File: src/rtl/gpr_wb.sv
`default_nettype none
// ============================================================================
//  Module      : gpr_wb
//  Description : GPR writeback stage. Registers a two-slot result bundle onto
//                the register-file write ports and merges a debug write into
//                a free port with a bounded wait.
//  Revision    : 1.0 - initial release
// ============================================================================
module gpr_wb #(
    parameter int WAIT_MAX = 2
) (
    input  logic        clk,
    input  logic        reset,
    input  logic        in_valid,
    output logic        in_ready,
    input  logic        in_a_en,
    input  logic [4:0]  in_a_reg,
    input  logic [31:0] in_a_val,
    input  logic        in_b_en,
    input  logic [4:0]  in_b_reg,
    input  logic [31:0] in_b_val,
    input  logic        dbg_req,
    input  logic [4:0]  dbg_reg,
    input  logic [31:0] dbg_val,
    output logic        dbg_ack,
    output logic        write_a_en,
    output logic [4:0]  write_a_select,
    output logic [31:0] write_a_val,
    output logic        write_b_en,
    output logic [4:0]  write_b_select,
    output logic [31:0] write_b_val,
    output logic        coll_err
);

    localparam logic [3:0] c_wait_max = 4'(WAIT_MAX);

    logic [3:0] r_wait_cnt;

    logic w_acc;
    logic w_a_used;
    logic w_b_used;
    logic w_coll;
    logic w_dbg_elig;
    logic w_dbg_clash;
    logic w_place_a;
    logic w_place_b;

    assign in_ready = !reset && (r_wait_cnt < c_wait_max);
    assign w_acc    = in_valid && in_ready;

    // Slot A wins a same-register pair; slot B is dropped and flagged.
    assign w_coll   = w_acc && in_a_en && in_b_en && (in_a_reg == in_b_reg);
    assign w_a_used = w_acc && in_a_en;
    assign w_b_used = w_acc && in_b_en && !w_coll;

    // A debug write to a register the bundle also writes would race it, so
    // it waits instead of sharing the cycle.
    assign w_dbg_elig  = dbg_req && !dbg_ack && !reset;
    assign w_dbg_clash = (w_a_used && (dbg_reg == in_a_reg)) ||
                         (w_b_used && (dbg_reg == in_b_reg));
    assign w_place_b   = w_dbg_elig && !w_dbg_clash && !w_b_used;
    assign w_place_a   = w_dbg_elig && !w_dbg_clash && w_b_used && !w_a_used;

    always_ff @(posedge clk) begin
        if (reset) begin
            write_a_en     <= 1'b0;
            write_a_select <= 5'd0;
            write_a_val    <= 32'd0;
            write_b_en     <= 1'b0;
            write_b_select <= 5'd0;
            write_b_val    <= 32'd0;
            dbg_ack        <= 1'b0;
            coll_err       <= 1'b0;
            r_wait_cnt     <= 4'd0;
        end else begin
            write_a_en     <= w_a_used || w_place_a;
            write_a_select <= w_a_used ? in_a_reg : (w_place_a ? dbg_reg : 5'd0);
            write_a_val    <= w_a_used ? in_a_val : (w_place_a ? dbg_val : 32'd0);
            write_b_en     <= w_b_used || w_place_b;
            write_b_select <= w_b_used ? in_b_reg : (w_place_b ? dbg_reg : 5'd0);
            write_b_val    <= w_b_used ? in_b_val : (w_place_b ? dbg_val : 32'd0);
            dbg_ack        <= w_place_a || w_place_b;
            coll_err       <= w_coll;

            if (!dbg_req || w_place_a || w_place_b) begin
                r_wait_cnt <= 4'd0;
            end else if (w_dbg_elig && (r_wait_cnt != 4'hF)) begin
                r_wait_cnt <= r_wait_cnt + 4'd1;
            end
        end
    end

    a_no_same_reg_dual_write: assert property (@(posedge clk)
        !(write_a_en && write_b_en && (write_a_select == write_b_select)));

endmodule
`default_nettype wire

File: config.mk
export PLATFORM = sky130hd
export DESIGN_NAME = gpr_wb
export DESIGN_NICKNAME = d
export VERILOG_FILES = /design/src/rtl/gpr_wb.sv
export SDC_FILE = /design/constraint.sdc
export NUM_CORES = 1
export LEC_CHECK = 0
export CAP_MARGIN = 15
export CORE_UTILIZATION = 39
export DETAILED_ROUTE_END_ITERATION = 10
export PLACE_DENSITY = 0.86
export SETUP_SLACK_MARGIN = 0.1
export SLEW_MARGIN = 30
export SYNTH_ARGS = -nofsm -noshare
export SYNTH_HDL_FRONTEND = slang
export SYNTH_SLANG_ARGS = --single-unit
export TNS_END_PERCENT = 5
File: constraint.sdc
create_clock -name clk -period 4.3 [get_ports clk]
set_input_delay 0.86 -clock clk [delete_from_list [all_inputs] [get_ports clk]]
set_output_delay 0.86 -clock clk [all_outputs]
set_load 0.01 [all_outputs]
Word-level counts from Yosys, hierarchy flattened. Index checks and enable logic that the tools add are counted.

Add/subtract/negate cells: 1. $lt $le $gt $ge: 1. Equal/unequal tests: 4. Reduce and logical (&&, ||, !) cells: 30. Multiplexer cells: 8.

Operators with widths (number): $mux W32 (4); $mux W5 (4); $logic_and A1 B1 Y1 (16); $eq A5 B5 Y1 (3); $logic_not A1 Y1 (7); $logic_or A1 B1 Y1 (6); $add A4 B1 Y4 const B (1); $lt A4 B2 Y1 const B (1); $ne A4 B4 Y1 const B (1); $reduce_or A2 Y1 (1).

Output and inout port bits: 79. Bits of input ports: 117. Bits in registers: 82. Word-level logic and storage cells: 53.

Logic depth before layout (Yosys ltp).
Word-level depth: 17. Gate-level depth with buffers: 6. Mapped depth without buffers: 5.

Worst setup path after synthesis. OpenSTA, ideal clock, no wires.

Kind: input port to flip-flop. Start point: input in_a_reg[0]. End point: register r_wait_cnt[1]. Setup time: 137 ps. Arrival: 2070 ps. Stages on the path: 5. Path buffers: 0. Setup slack: 2093 ps. Cell sequence: xor2_1 nor3_1 a31oi_4 o311ai_0 nor2_1.

Longest elaborated chain between the ends: 13. Elaborated cells between the ends (all ways): 17.

Ends and longest elaborated chain: start, declared (line 17) `input logic [4:0] in_a_reg,`; $eq A5 B5 Y1 (line 52) `assign w_coll = w_acc && in_a_en && in_b_en && (in_a_reg == in_b_reg);`; $logic_and A1 B1 Y1 (line 52); $logic_not A1 Y1 (line 54) `assign w_b_used = w_acc && in_b_en && !w_coll;`; $logic_and A1 B1 Y1 (line 54); $logic_and A1 B1 Y1 (line 60) `(w_b_used && (dbg_reg == in_b_reg));`; $logic_or A1 B1 Y1 (line 59) `assign w_dbg_clash = (w_a_used && (dbg_reg == in_a_reg)) ||`; $logic_not A1 Y1 (line 61, 62); $logic_and A1 B1 Y1 (line 61, 62); $logic_and A1 B1 Y1 (2 in a row) (line 62) `assign w_place_a = w_dbg_elig && !w_dbg_clash && w_b_used && !w_a_used;`; $logic_or A1 B1 Y1 (line 85) `if (!dbg_req || w_place_a || w_place_b) begin`; $logic_or A1 B1 Y1 (*) (line 85); $reduce_or A2 Y1 (no line) (*); end signal, assigned (line 88) `r_wait_cnt <= r_wait_cnt + 4'd1;`; end, declared (line 37) `logic [3:0] r_wait_cnt;`.

Mark *: on every way between the ends. The rest lies on a longest branch, timed or not. A chain may end at the register's enable or synchronous reset.

Final worst setup path.
Start point: input reset. End point: output in_ready.

Longest elaborated chain between the ends: 2.

Ends and longest elaborated chain: start, declared (line 13) `input logic reset,`; $logic_not A1 Y1 (line 48) `assign in_ready = !reset && (r_wait_cnt < c_wait_max);`; $logic_and A1 B1 Y1 (line 48); end, declared (line 15) `output logic in_ready,`.

No other way between the ends.

==> results.sh <==
export IMPL_ant_nets=0
export IMPL_setup_worst_path_start_class="input pin"
export IMPL_postCtsSetupRepairBufs=0
export IMPL_numCtsBuffers=9
export IMPL_root_buffer="sky130_fd_sc_hd__clkbuf_8"
export IMPL_avgRoutedWirePerCell_um=18.1
export IMPL_postCtsHoldBufs=0
export IMPL_chipHeight_um=89.3
export IMPL_clock_skew_ns=0.0127
export IMPL_hpwlAfterDp_um=7190
export IMPL_synth_seq_cells=82
export IMPL_achievable_frequency_ghz=0.328
export IMPL_io_buffer_count=195
export IMPL_timing_critical_path_fanout_max=4
export IMPL_rows=31
export IMPL_coreArea_um2=7330
export IMPL_clk_path_buf_depth=2
export IMPL_worst_endpoint_required_ns=3.44
export IMPL_cts_sinks=82
export IMPL_met1_wl_um=3800
export IMPL_synth_yosys_seq_area_share_pct=55.2
export IMPL_grt_start_max_net_pins=37
export IMPL_postSynthCellCount=244
export IMPL_hp_class="flip-flop to flip-flop"
export IMPL_grt_pass1_vias=2934
export IMPL_max_cap_violations=0
export IMPL_synthesis_yosys_warnings=0
export IMPL_setup_viol=0
export IMPL_die_width_um=89.3
export IMPL_cts_repair_resized=0
export IMPL_powerDensity_nw_per_um2=318
export IMPL_r2r_slack_ns=2.13
export IMPL_design_power_total_uw=1650
export IMPL_top_layer="met4"
export IMPL_final_max_slew_violation_count=0
export IMPL_groute_usage_overall_pct=24.3
export IMPL_post_route_drc_count=0
export IMPL_finalCritPeriodShare_pct=70.9
export IMPL_syn_to_final_growth_pct=74.2
export IMPL_final_fill_count=509
export IMPL_vdd_ir_drop_worst_mv=0.207
export IMPL_result_of_the_run="completed"
export IMPL_period_minus_slack_ns=3.05
export IMPL_worstSetupPathType="input pin to output pin"
export IMPL_rsz0062_at_grt="false"
export IMPL_htree_num_levels=3
export IMPL_worst_setup_hold_path_clk_slew_ns=0.07
export IMPL_drive_gt1_share_pct=6.58
export IMPL_detailed_router_iteration_count_before_antenna_repair=4
export IMPL_worst_slew_pin_transition_ns=0.723
export IMPL_initial_core_util_pct=40.6
export IMPL_crit_path_end_kind="output pin"
export IMPL_yosysUniqueCellTypes=33
export IMPL_maxSlewHeadroom_pct=51.8
export IMPL_timing_hold_violations_final=0
export IMPL_finish_net_count=554
export IMPL_met2WireLength_um=5170
export IMPL_antenna_diode_count=0
export IMPL_gp_routability_congestion=0.830
export IMPL_final_global_route_overflow_total=0
export IMPL_via_cell_ratio=5.41
export IMPL_die_area_um2=7980
export IMPL_arrival_ns=2.19
export IMPL_tritoncts_clock_tree="done"
export IMPL_grt_pass1_wl_um=14500
export IMPL_synth_nets=362
export IMPL_tns_ns=0
export IMPL_met3_wirelength_um=671
export IMPL_ioPinCount=196
export IMPL_routed_wirelength_um=9800
export IMPL_leak_pwr_uw=0.00185
export IMPL_drt_initial_drc_count=159
export IMPL_mappedNetlistArea_um2=2970
export IMPL_clkLatencyLatePin_ns=0.33
export IMPL_synth_avg_cell_area_um2=12.2
export IMPL_antenna_found_initial=0
export IMPL_vias=2919
worst max-delay path, cell delays in order:
cell and delay (ns):
sky130_fd_sc_hd__clkdlybuf4s50_1 0.46, sky130_fd_sc_hd__nor4_4 0.26, sky130_fd_sc_hd__clkdlybuf4s50_1 0.60
per-layer routing:
| layer | up-vias | track usage, % |
|---|---|---|
| met5 | - | 0 |
| met4 | 0 | 10.2 |
| met3 | 14 | 7.20 |
| met2 | 127 | 41.2 |
| met1 | 1427 | 28.7 |
| li1 | 1351 | - |
registers in the layout, summed over array words and instances (netlist names):
name            count
r_wait_cnt          4
write_a_en          1
write_b_val        32
coll_err            1
write_b_select      5
dbg_ack             1
write_a_select      5
write_a_val        32
write_b_en          1
final cells by class:
class                   instances  area (um^2)  share of cell area [%]
multi-input cells             139         1210                    23.4
well taps                      99          124                    2.39
inverters                       1         3.75                  0.0725
repair buffers                203         2010                    38.8
clock buffers                  12          135                    2.61
flip-flops and latches         82         1640                    31.7
clock inverters                 4         52.6                    1.01
logic make-up after synthesis:
kind of cell | synth area share [%]
fa+ha+maj | 0.421
mux | 0.673
buf+inv | 4.12
flops | 55.2
simple gates | 9.26
compound gates | 25.9
xor+xnor | 4.42
synthesized netlist by cell type (all sizes together):
| library cell | count | share of area, % |
|---|---|---|
| a21oi | 1 | 0.17 |
| a31oi | 1 | 0.72 |
| a32o | 69 | 23 |
| and2 | 1 | 0.21 |
| and3 | 2 | 0.42 |
| and4 | 1 | 0.29 |
| and4b | 1 | 0.34 |
| buf | 10 | 2.5 |
| clkbuf | 12 | 1.5 |
| dfxtp | 82 | 55 |
| ha | 1 | 0.42 |
| inv | 1 | 0.13 |
| mux2i | 2 | 0.67 |
| nand2 | 7 | 0.88 |
| nand2b | 8 | 1.7 |
| nand3 | 6 | 1.3 |
| nand3b | 2 | 0.50 |
| nand4 | 1 | 0.21 |
| nor2 | 6 | 0.84 |
| nor2b | 1 | 0.21 |
| nor3 | 3 | 0.88 |
| nor4 | 2 | 1.4 |
| o211ai | 1 | 0.25 |
| o21a | 1 | 0.25 |
| o21ai | 6 | 1.0 |
| o311ai | 1 | 0.29 |
| xnor2 | 8 | 2.4 |
| xor2 | 7 | 2.1 |
worst paths after layout:
path / start / to / depth (start not counted)
worst min-delay path: r_wait_cnt[0] / r_wait_cnt[0] / 2
worst max-delay path: reset / in_ready / 3
worst min register to register: r_wait_cnt[0] / r_wait_cnt[0] / 2
worst max register to register: r_wait_cnt[3] / write_a_val[3] / 5
power by group:
group          internal (uW)  total, uW  switching [uW]
registers                793        802            9.32
clock network            270        542             272
logic                    188        305             117
metrics by stage:
stage | worst slack, ns | area, um^2 | hold WS (ns) | instances | util [%]
2_1_floorplan | 2.09 | 2970 | 0.475 | 244 | -
5_1_grt | 1.18 | 5180 | 0.585 | 540 | 70.7
6_report | 1.25 | 5180 | 0.527 | 540 | 70.7
4_1_cts | 1.25 | 5180 | 0.526 | 540 | 70.7
3_3_place_gp | 1.18 | 4990 | 0.497 | 524 | 68.1
3_5_place_dp | 1.12 | 4990 | 0.516 | 524 | 68.1
cell usage in the layout, fill, tap and decap left out, types with 2 or more instances in the layout:
master / netlist / routed
sky130_fd_sc_hd__a32o_1: 69 / 69
sky130_fd_sc_hd__and3_1: 2 / 2
sky130_fd_sc_hd__buf_4: 2 / 8
sky130_fd_sc_hd__clkbuf_1: 12 / 3
sky130_fd_sc_hd__clkbuf_8: 0 / 9
sky130_fd_sc_hd__clkdlybuf4s50_1: 0 / 195
sky130_fd_sc_hd__clkinvlp_4: 0 / 3
sky130_fd_sc_hd__dfxtp_1: 82 / 82
sky130_fd_sc_hd__mux2i_1: 2 / 2
sky130_fd_sc_hd__nand2_1: 7 / 7
sky130_fd_sc_hd__nand2b_1: 8 / 8
sky130_fd_sc_hd__nand3_1: 4 / 4
sky130_fd_sc_hd__nand3_2: 2 / 2
sky130_fd_sc_hd__nand3b_1: 2 / 2
sky130_fd_sc_hd__nor2_1: 5 / 5
sky130_fd_sc_hd__nor3_1: 2 / 2
sky130_fd_sc_hd__nor4_4: 2 / 2
sky130_fd_sc_hd__o21ai_0: 6 / 6
sky130_fd_sc_hd__xnor2_1: 8 / 8
sky130_fd_sc_hd__xor2_1: 7 / 7
No activity file was read; power rests on OpenSTA's default activity.
